===== config.mk =====
export PLATFORM = sky130hd
export DESIGN_NAME = batch_sample_ctrl_flat
export DESIGN_NICKNAME = d
export VERILOG_FILES = /design/src/rtl/batch_sample_ctrl_if.sv /design/src/rtl/batch_sample_ctrl.sv /design/src/flat_wrapper.sv
export SDC_FILE = /design/constraint.sdc
export NUM_CORES = 1
export LEC_CHECK = 0
export BUFFER_PORTS_ARGS = -buffer_cell sky130_fd_sc_hd__buf_2
export CORE_MARGIN = 5
export CORE_UTILIZATION = 55
export DETAILED_ROUTE_END_ITERATION = 7
export PLACE_DENSITY = 0.8
export SYNTH_ARGS = -nofsm -noshare
export SYNTH_HDL_FRONTEND = slang
export SYNTH_SLANG_ARGS = --single-unit

===== constraint.sdc =====
create_clock -name clk -period 12.1 [get_ports clk]
set_input_delay 1.815 -clock clk [delete_from_list [all_inputs] [get_ports clk]]
set_output_delay 1.815 -clock clk [all_outputs]
set_load 0.005 [all_outputs]

===== src/rtl/batch_sample_ctrl_if.sv =====
// Sample-in / RAM-port bundle for batch_sample_ctrl.
// The controller drives the bus through "master"; the sample source and RAM observe through "slave".
interface batch_sample_ctrl_if #(
    parameter int N         = 4,
    parameter int DSR       = 12,
    parameter int SEG_DEPTH = 19,
    parameter int N_SECT    = 4,
    parameter int N_RD      = 3
);
    localparam int AW = $clog2(N_SECT * SEG_DEPTH);
    localparam int W  = N * DSR;
    localparam int SW = $clog2(N_SECT);

    logic [N-1:0]       in;
    logic               in_valid;
    logic               wr_en;
    logic [AW-1:0]      wr_addr;
    logic [W-1:0]       wr_data;
    logic [N_RD*AW-1:0] rd_addr;
    logic               seg_done;
    logic [SW-1:0]      seg_idx;
    logic               primed;

    modport master (
        input  in, in_valid,
        output wr_en, wr_addr, wr_data, rd_addr, seg_done, seg_idx, primed
    );

    modport slave (
        output in, in_valid,
        input  wr_en, wr_addr, wr_data, rd_addr, seg_done, seg_idx, primed
    );
endinterface


===== src/rtl/batch_sample_ctrl.sv =====
// Packs N-bit samples into DSR-sample words, writes them round a segmented RAM ring and
// generates lagging read addresses. Optional input stalling via macro SCTRL_STALL_EN.
module batch_sample_ctrl #(
    parameter int            N         = 4,
    parameter int            DSR       = 12,
    parameter int            SEG_DEPTH = 19,
    parameter int            N_SECT    = 4,
    parameter int            N_RD      = 3,
    parameter logic [N_RD-1:0] RD_DIR  = 3'b010
) (
    input  logic                clk,
    input  logic                rst,
    batch_sample_ctrl_if.master bus
);
    localparam int AW = $clog2(N_SECT * SEG_DEPTH);
    localparam int W  = N * DSR;
    localparam int SW = $clog2(N_SECT);
    localparam int CW = (DSR > 1) ? $clog2(DSR) : 1;
    localparam int OW = (SEG_DEPTH > 1) ? $clog2(SEG_DEPTH) : 1;
    localparam int FW = $clog2(N_RD + 1);

    typedef enum logic {FILL, RUN} state_t;

    logic               accept;
    logic               word_done;
    logic               seg_last;
    logic [CW-1:0]      sub_cnt_q;
    logic [W-1:0]       pack_q;
    logic [W-1:0]       pack_d;
    logic [AW-1:0]      wr_ptr_q;
    logic [SW-1:0]      seg_q;
    logic [OW-1:0]      off_q;

    logic               wr_en_q;
    logic [AW-1:0]      wr_addr_q;
    logic [W-1:0]       wr_data_q;
    logic [N_RD*AW-1:0] rd_addr_q;
    logic [N_RD*AW-1:0] rd_addr_d;
    logic               seg_done_q;
    logic [SW-1:0]      seg_idx_q;
    logic               primed_q;
    state_t             state_q;
    logic [FW-1:0]      fill_cnt_q;

`ifdef SCTRL_STALL_EN
    assign accept = bus.in_valid;
`else
    assign accept = bus.in_valid | 1'b1;
`endif

    assign word_done = accept && (sub_cnt_q == CW'(DSR - 1));
    assign seg_last  = (off_q == OW'(SEG_DEPTH - 1));

    // Each slot of the packed word only loads when the sample counter points at it.
    for (genvar gi = 0; gi < DSR; gi++) begin : g_slot
        assign pack_d[gi*N +: N] = (accept && (sub_cnt_q == CW'(gi))) ? bus.in : pack_q[gi*N +: N];
    end

    // Port k trails the writer by k+1 segments; descending ports walk their segment backwards.
    for (genvar gi = 0; gi < N_RD; gi++) begin : g_rd
        logic [SW:0]   seg_sum;
        logic [SW-1:0] rd_seg;
        logic [AW-1:0] rd_off;
        logic [AW-1:0] rd_base;

        assign seg_sum = {1'b0, seg_q} + (SW + 1)'(N_SECT - 1 - gi);
        assign rd_seg  = (seg_sum >= (SW + 1)'(N_SECT)) ? SW'(seg_sum - (SW + 1)'(N_SECT))
                                                        : SW'(seg_sum);
        assign rd_off  = RD_DIR[gi] ? (AW'(SEG_DEPTH - 1) - AW'(off_q)) : AW'(off_q);
        assign rd_base = AW'(int'(rd_seg) * SEG_DEPTH);
        assign rd_addr_d[gi*AW +: AW] = primed_q ? (rd_base + rd_off) : '0;
    end

    always_ff @(posedge clk or posedge rst) begin
        if (rst) begin
            sub_cnt_q  <= '0;
            pack_q     <= '0;
            wr_ptr_q   <= '0;
            seg_q      <= '0;
            off_q      <= '0;
            wr_en_q    <= 1'b0;
            wr_addr_q  <= '0;
            wr_data_q  <= '0;
            rd_addr_q  <= '0;
            seg_done_q <= 1'b0;
            seg_idx_q  <= '0;
        end else begin
            wr_en_q    <= 1'b0;
            seg_done_q <= 1'b0;
            if (accept) begin
                pack_q    <= pack_d;
                sub_cnt_q <= word_done ? '0 : sub_cnt_q + 1'b1;
            end
            if (word_done) begin
                wr_en_q    <= 1'b1;
                wr_addr_q  <= wr_ptr_q;
                wr_data_q  <= pack_d;
                rd_addr_q  <= rd_addr_d;
                seg_done_q <= seg_last;
                if (seg_last) begin
                    seg_idx_q <= seg_q;
                    off_q     <= '0;
                    // The ring end always coincides with a segment end, so one branch covers both.
                    if (seg_q == SW'(N_SECT - 1)) begin
                        seg_q    <= '0;
                        wr_ptr_q <= '0;
                    end else begin
                        seg_q    <= seg_q + 1'b1;
                        wr_ptr_q <= wr_ptr_q + 1'b1;
                    end
                end else begin
                    off_q    <= off_q + 1'b1;
                    wr_ptr_q <= wr_ptr_q + 1'b1;
                end
            end
        end
    end

    always_ff @(posedge clk or posedge rst) begin
        if (rst) begin
            state_q    <= FILL;
            fill_cnt_q <= '0;
            primed_q   <= 1'b0;
        end else begin
            case (state_q)
                FILL: begin
                    if (seg_done_q) begin
                        if (fill_cnt_q == FW'(N_RD - 1)) begin
                            state_q  <= RUN;
                            primed_q <= 1'b1;
                        end else begin
                            fill_cnt_q <= fill_cnt_q + 1'b1;
                        end
                    end
                end
                RUN: primed_q <= 1'b1;
                default: state_q <= FILL;
            endcase
        end
    end

    assign bus.wr_en    = wr_en_q;
    assign bus.wr_addr  = wr_addr_q;
    assign bus.wr_data  = wr_data_q;
    assign bus.rd_addr  = rd_addr_q;
    assign bus.seg_done = seg_done_q;
    assign bus.seg_idx  = seg_idx_q;
    assign bus.primed   = primed_q;
endmodule


===== src/flat_wrapper.sv =====
// flat-port wrapper written by rule: the top's interface ports become plain ports
module batch_sample_ctrl_flat 
#(
    parameter int            N         = 4,
    parameter int            DSR       = 12,
    parameter int            SEG_DEPTH = 19,
    parameter int            N_SECT    = 4,
    parameter int            N_RD      = 3,
    parameter logic [N_RD-1:0] RD_DIR  = 3'b010
)
  (clk, rst, bus_in, bus_in_valid, bus_wr_en, bus_wr_addr, bus_wr_data, bus_rd_addr, bus_seg_done, bus_seg_idx, bus_primed);
  batch_sample_ctrl_if #(.N(N), .DSR(DSR), .SEG_DEPTH(SEG_DEPTH), .N_SECT(N_SECT), .N_RD(N_RD)) bus_i ();
  input  logic clk;
  input  logic rst;
  input wire logic [$bits(bus_i.in)-1:0] bus_in;
  input wire logic [$bits(bus_i.in_valid)-1:0] bus_in_valid;
  output wire logic [$bits(bus_i.wr_en)-1:0] bus_wr_en;
  output wire logic [$bits(bus_i.wr_addr)-1:0] bus_wr_addr;
  output wire logic [$bits(bus_i.wr_data)-1:0] bus_wr_data;
  output wire logic [$bits(bus_i.rd_addr)-1:0] bus_rd_addr;
  output wire logic [$bits(bus_i.seg_done)-1:0] bus_seg_done;
  output wire logic [$bits(bus_i.seg_idx)-1:0] bus_seg_idx;
  output wire logic [$bits(bus_i.primed)-1:0] bus_primed;
  assign bus_i.in = bus_in;
  assign bus_i.in_valid = bus_in_valid;
  assign bus_wr_en = bus_i.wr_en;
  assign bus_wr_addr = bus_i.wr_addr;
  assign bus_wr_data = bus_i.wr_data;
  assign bus_rd_addr = bus_i.rd_addr;
  assign bus_seg_done = bus_i.seg_done;
  assign bus_seg_idx = bus_i.seg_idx;
  assign bus_primed = bus_i.primed;
  batch_sample_ctrl #(.N(N), .DSR(DSR), .SEG_DEPTH(SEG_DEPTH), .N_SECT(N_SECT), .N_RD(N_RD), .RD_DIR(RD_DIR)) u_core (.clk(clk), .rst(rst), .bus(bus_i));
endmodule

# Word-level counts from Yosys, hierarchy flattened
# Cells that the tools add are included.
# classes
muxes,31
n_eq_ne,16
addsub,15
bitwise,2
multipliers,3
n_reduce_logical,4
n_lt_le_gt_ge,3
# ops
operator,count
4-bit two-way mux,13
7-bit two-way mux,5
2-bit by 5-bit multiplier with 7-bit output (second input constant),3
4-bit by 3-bit equality test with 1-bit output (second input constant),4
4-bit equality test (second input constant),4
7-bit by 5-bit adder with 7-bit output,2
3-bit >= comparator (second input constant),3
4-bit by 2-bit equality test with 1-bit output (second input constant),2
2-bit two-way mux,4
7-bit by 1-bit adder with 7-bit output (second input constant),1
7-bit adder,1
1-bit two-way mux,7
2-bit by 2-bit adder with 3-bit output (second input constant),2
2-bit by 1-bit subtractor with 2-bit output (second input constant),3
5-bit by 5-bit subtractor with 6-bit output (first input constant),1
5-bit by 1-bit adder with 5-bit output (second input constant),1
5-bit equality test (second input constant),1
5-bit two-way mux,1
2-bit by 1-bit adder with 2-bit output (second input constant),2
4-bit by 1-bit adder with 4-bit output (second input constant),1
2-bit equality test (second input constant),2
4-bit by 1-bit equality test with 1-bit output (second input constant),1
4-bit zero test,1
2-bit by 1-bit != test with 1-bit output (second input constant),2
5 further kinds,7
# totals
wordCells,88
out_inout_bits,81
ff_bits,150

# Logic depth before layout (Yosys ltp)
# depth
word_depth,6
depth_mapped,11
mapped_depth_nobuf,11

# Worst setup path after synthesis
# OpenSTA, ideal clock, no wires.
# synth_timing
path_kind,input to register
startpoint,in bus_in[0]
endpoint,"reg u_core.wr_data_q[0], in the netlist u_core.bus.wr_data[0]"
path_stages,3
setup_slack_ns,9.485
setup_ns,0.125
path_buffers,1
t_arrival_ns,2.490
cell_sequence,clkbuf_1 mux2_2 mux2_2
# synth_between
elab_chain_cells,1
# synth_rtl
item,line_no,rtl
"start, declared",flat_wrapper.sv:15,input wire logic [$bits(bus_i.in)-1:0] bus_in;
4-bit two-way mux,batch_sample_ctrl.sv:56,assign pack_d[gi*N +: N] = (accept && (sub_cnt_q == CW'(gi))) ? bus.in : pack_q[gi*N +: N];
net u_core.pack_d[0],batch_sample_ctrl.sv:29,logic [W-1:0] pack_d;
"end signal, assigned",batch_sample_ctrl.sv:97,wr_data_q <= pack_d;
"end, declared",batch_sample_ctrl.sv:36,logic [W-1:0] wr_data_q;
# The timed path passes the listed nets, and every way through them passes these cells.
# A chain may end at the register's enable or synchronous reset.

# Worst setup path in the final report
# layout_timing
startpoint,"reg u_core.primed_q, in the netlist u_core.bus.primed"
endpoint,out bus_primed
# layout_lines
item,line_no,rtl
"start, declared",batch_sample_ctrl.sv:41,logic primed_q;
"start signal, assigned",batch_sample_ctrl.sv:123,primed_q <= 1'b0;
"start signal, assigned",batch_sample_ctrl.sv:130,primed_q <= 1'b1;
"start signal, assigned",batch_sample_ctrl.sv:136,RUN: primed_q <= 1'b1;
"end, declared",flat_wrapper.sv:23,output wire logic [$bits(bus_i.primed)-1:0] bus_primed;
# No word-level cell between the ends.

==> metrics <==
vias in the first global route=4310; commonest non-fill, non-tap cell in the layout=dfrtp_1; IR drop worst, VDD=0.000106 V; die width=117 um; Seq/Total Area, Yosys=57.4%; core area=0.0113 mm^2; Syn Area/Cell=12.7 um^2; Worst slew margin=47.1%; final-report setup violation count=0; input/output buffers=86; ranking of synthesized cells by area=dfrtp_1 (57%), mux2_2 (16%), ha_1 (5.9%); FP Rows=39; CP Cell Sequence=buf_2; Nets=626; Top delay family on crit path=flip-flops; max-slew violations=0; register bit total from synthesis=145; crit path kind=reg -> out; gr ovfl total=0; leakage=3.54 nW; CTS buffer count=17; Vias/cell=5.44; sum of negative setup slack=0 ns; synthesized instance count=498; Max clock buf depth=2; unrepaired setup endpoints after global routing=no; Initial Utilization=55.8%; pre-CTS setup slack=8.77 ns; hold slack=0.468 ns; largest net degree at the start of global routing=81; detailed-route via count=4028; Setup Skew=0.00682 ns; Distinct cells, synth=39; most frequent cells in the layout=dfrtp_1 (145), mux2_2 (90), buf_2 (86), nand2_1 (74), ha_1 (30); met2 wire length=6.35 mm; Req. time, crit path=10.28 ns; arrival time worst endpoint=1.00 ns; Design Area, Final=0.00741 mm^2; H-tree levels=4; total die area=0.0137 mm^2; IO Pins=88; met3 routed WL=624 um; final worst setup slack=9.29 ns; Final Cycle Share=23.3%; GRT Util Overall=20.4%; slowest stage cell on the critical path=dfrtp_1; Synth top area share=57.4%; area grow syn2layout=17.2%; crit end category=output port; DR pass1 iterations=5; Final Hold Fails=0; post-CTS sizing=0; diodes inserted=0; Max Cap Viol=0; Post-DP HPWL=8.46 mm; CTS tree=done; PD cells=140 mW/mm^2; Max Freq=355 MHz; initial DRC count=266; Vert. Die Dim=117 um; total wire length=12.4 mm; Routed WL per cell=16.8 um; status=completed; M1 WL=5.26 mm; Reg clk slew, reported paths=0.06 ns; worst slew pin tran=0.794 ns; WP buf/inv=1; Crit Path Max Fanout=4; Final min period=2.81 ns; number of setup buffers added after CTS=0; largest area contributor in the netlist=dfrtp_1; post-synthesis cell area=0.00632 mm^2; layout cells sized above 1=36.5%; GP Congestion=0.835; Mapped Nets=539; final cell count without fillers=741; Skew-Pair Late Insertion Delay=0.42 ns; DRC Markers=0; initial antenna violation count=0; Worst setup SP type=flop; root buffer cell=clkbuf_16; first-pass GRT wire length=21.4 mm; dpl cell area=0.00685 mm^2; hold crit path type=reg -> reg; max incr delay on CP=0.43 ns; total number of yosys warnings=0; CTS Sinks=145; antenna viol nets, final=0; highest routed layer=met4; Post-CTS Hold Buffers=0; dpl cells=709
-- metal layers --
layer  vias up  global-route usage, %
met4         0                   8.41
li1       1889                      -
met5         -                      0
met2        94                   33.4
met3        21                   5.60
met1      2024                   25.6
-- stage by stage --
stage	power, mW	util (%)
floorplan	0.538	-
global placement	0.553	60.5
detailed placement	0.556	60.5
CTS	1.05	65.4
global route	1.08	65.4
finish	1.04	65.4
-- area by class of cell --
cell class,count,area [um^2]
fill,828,3910
sequential,145,3630
multi-input combinational,315,2520
timing repair buffer,89,453
clock buffer,18,429
tap,143,179
clock inverter,14,131
inverter,17,68.8
-- power breakdown --
part | total [mW] | leakage (nW) | internal, mW | switching, mW
logic | 0.0398 | 1.49 | 0.0173 | 0.0225
registers | 0.507 | 1.79 | 0.501 | 0.00630
clock network | 0.491 | 0.263 | 0.284 | 0.206
total | 1.04 | 3.54 | 0.802 | 0.235
-- sequential cells by signal, indices dropped and copies added (netlist names) --
signal,cells
u_core.seg_q,2
u_core.fill_cnt_q,2
u_core.bus.wr_data,48
u_core.bus.seg_idx,2
u_core.bus.wr_addr,7
u_core.bus.wr_en,1
u_core.wr_ptr_q,7
u_core.bus.primed,1
u_core.pack_q,44
u_core.sub_cnt_q,4
u_core.bus.rd_addr,20
u_core.state_q,1
u_core.bus.seg_done,1
u_core.off_q,5
-- synthesized netlist by cell type --
library cell  instances
ha_1                 30
nor2b_1               3
and2_1                1
dfrtp_1             145
o211a_1               1
and2b_1               1
buf_2                12
a21boi_0              1
inv_1                16
and2_4                4
buf_6                 2
nand3_1               8
a21o_1                2
nand2b_1              3
and3_1                3
nor3_1                2
nand4_1               2
a31oi_1               4
mux2i_1               2
and2b_2               1
xor2_1                5
a22o_1                7
o21ai_0              26
a211o_1               1
or3_1                 1
buf_4                 1
a21oi_1               8
o31ai_1               9
nand3b_1              1
and4bb_2              1
xnor2_1              11
clkbuf_1              6
a211oi_1              1
nand2_1              74
fa_1                  4
inv_2                 1
mux2_2               90
nor2_1                7
o41ai_1               1
-- cells by family after synthesis --
logic type	share of synthesized area [%]
xor+xnor	2.22
simple gates	8.02
fa+ha+maj	7.20
flops	57.4
buf+inv	2.79
mux	16.3
compound gates	6.04
-- path summary, 6_finish.rpt --
path | startpoint | endpoint | slack [ns] | depth (start not counted)
worst max register to register | u_core.seg_q[1] | u_core.bus.rd_addr[5] | 9.32 | 11
worst min register to register | u_core.bus.rd_addr[4] | u_core.bus.rd_addr[4] | 0.47 | 2
max in group asynchronous | rst | u_core.bus.wr_data[0] | 9.31 | 3
worst max-delay path | u_core.bus.primed | bus_primed | 9.29 | 1
worst min-delay path | u_core.bus.rd_addr[4] | u_core.bus.rd_addr[4] | 0.47 | 2
min in group asynchronous | rst | u_core.wr_ptr_q[2] | 1.53 | 2
No activity file was read; power rests on OpenSTA's default activity.
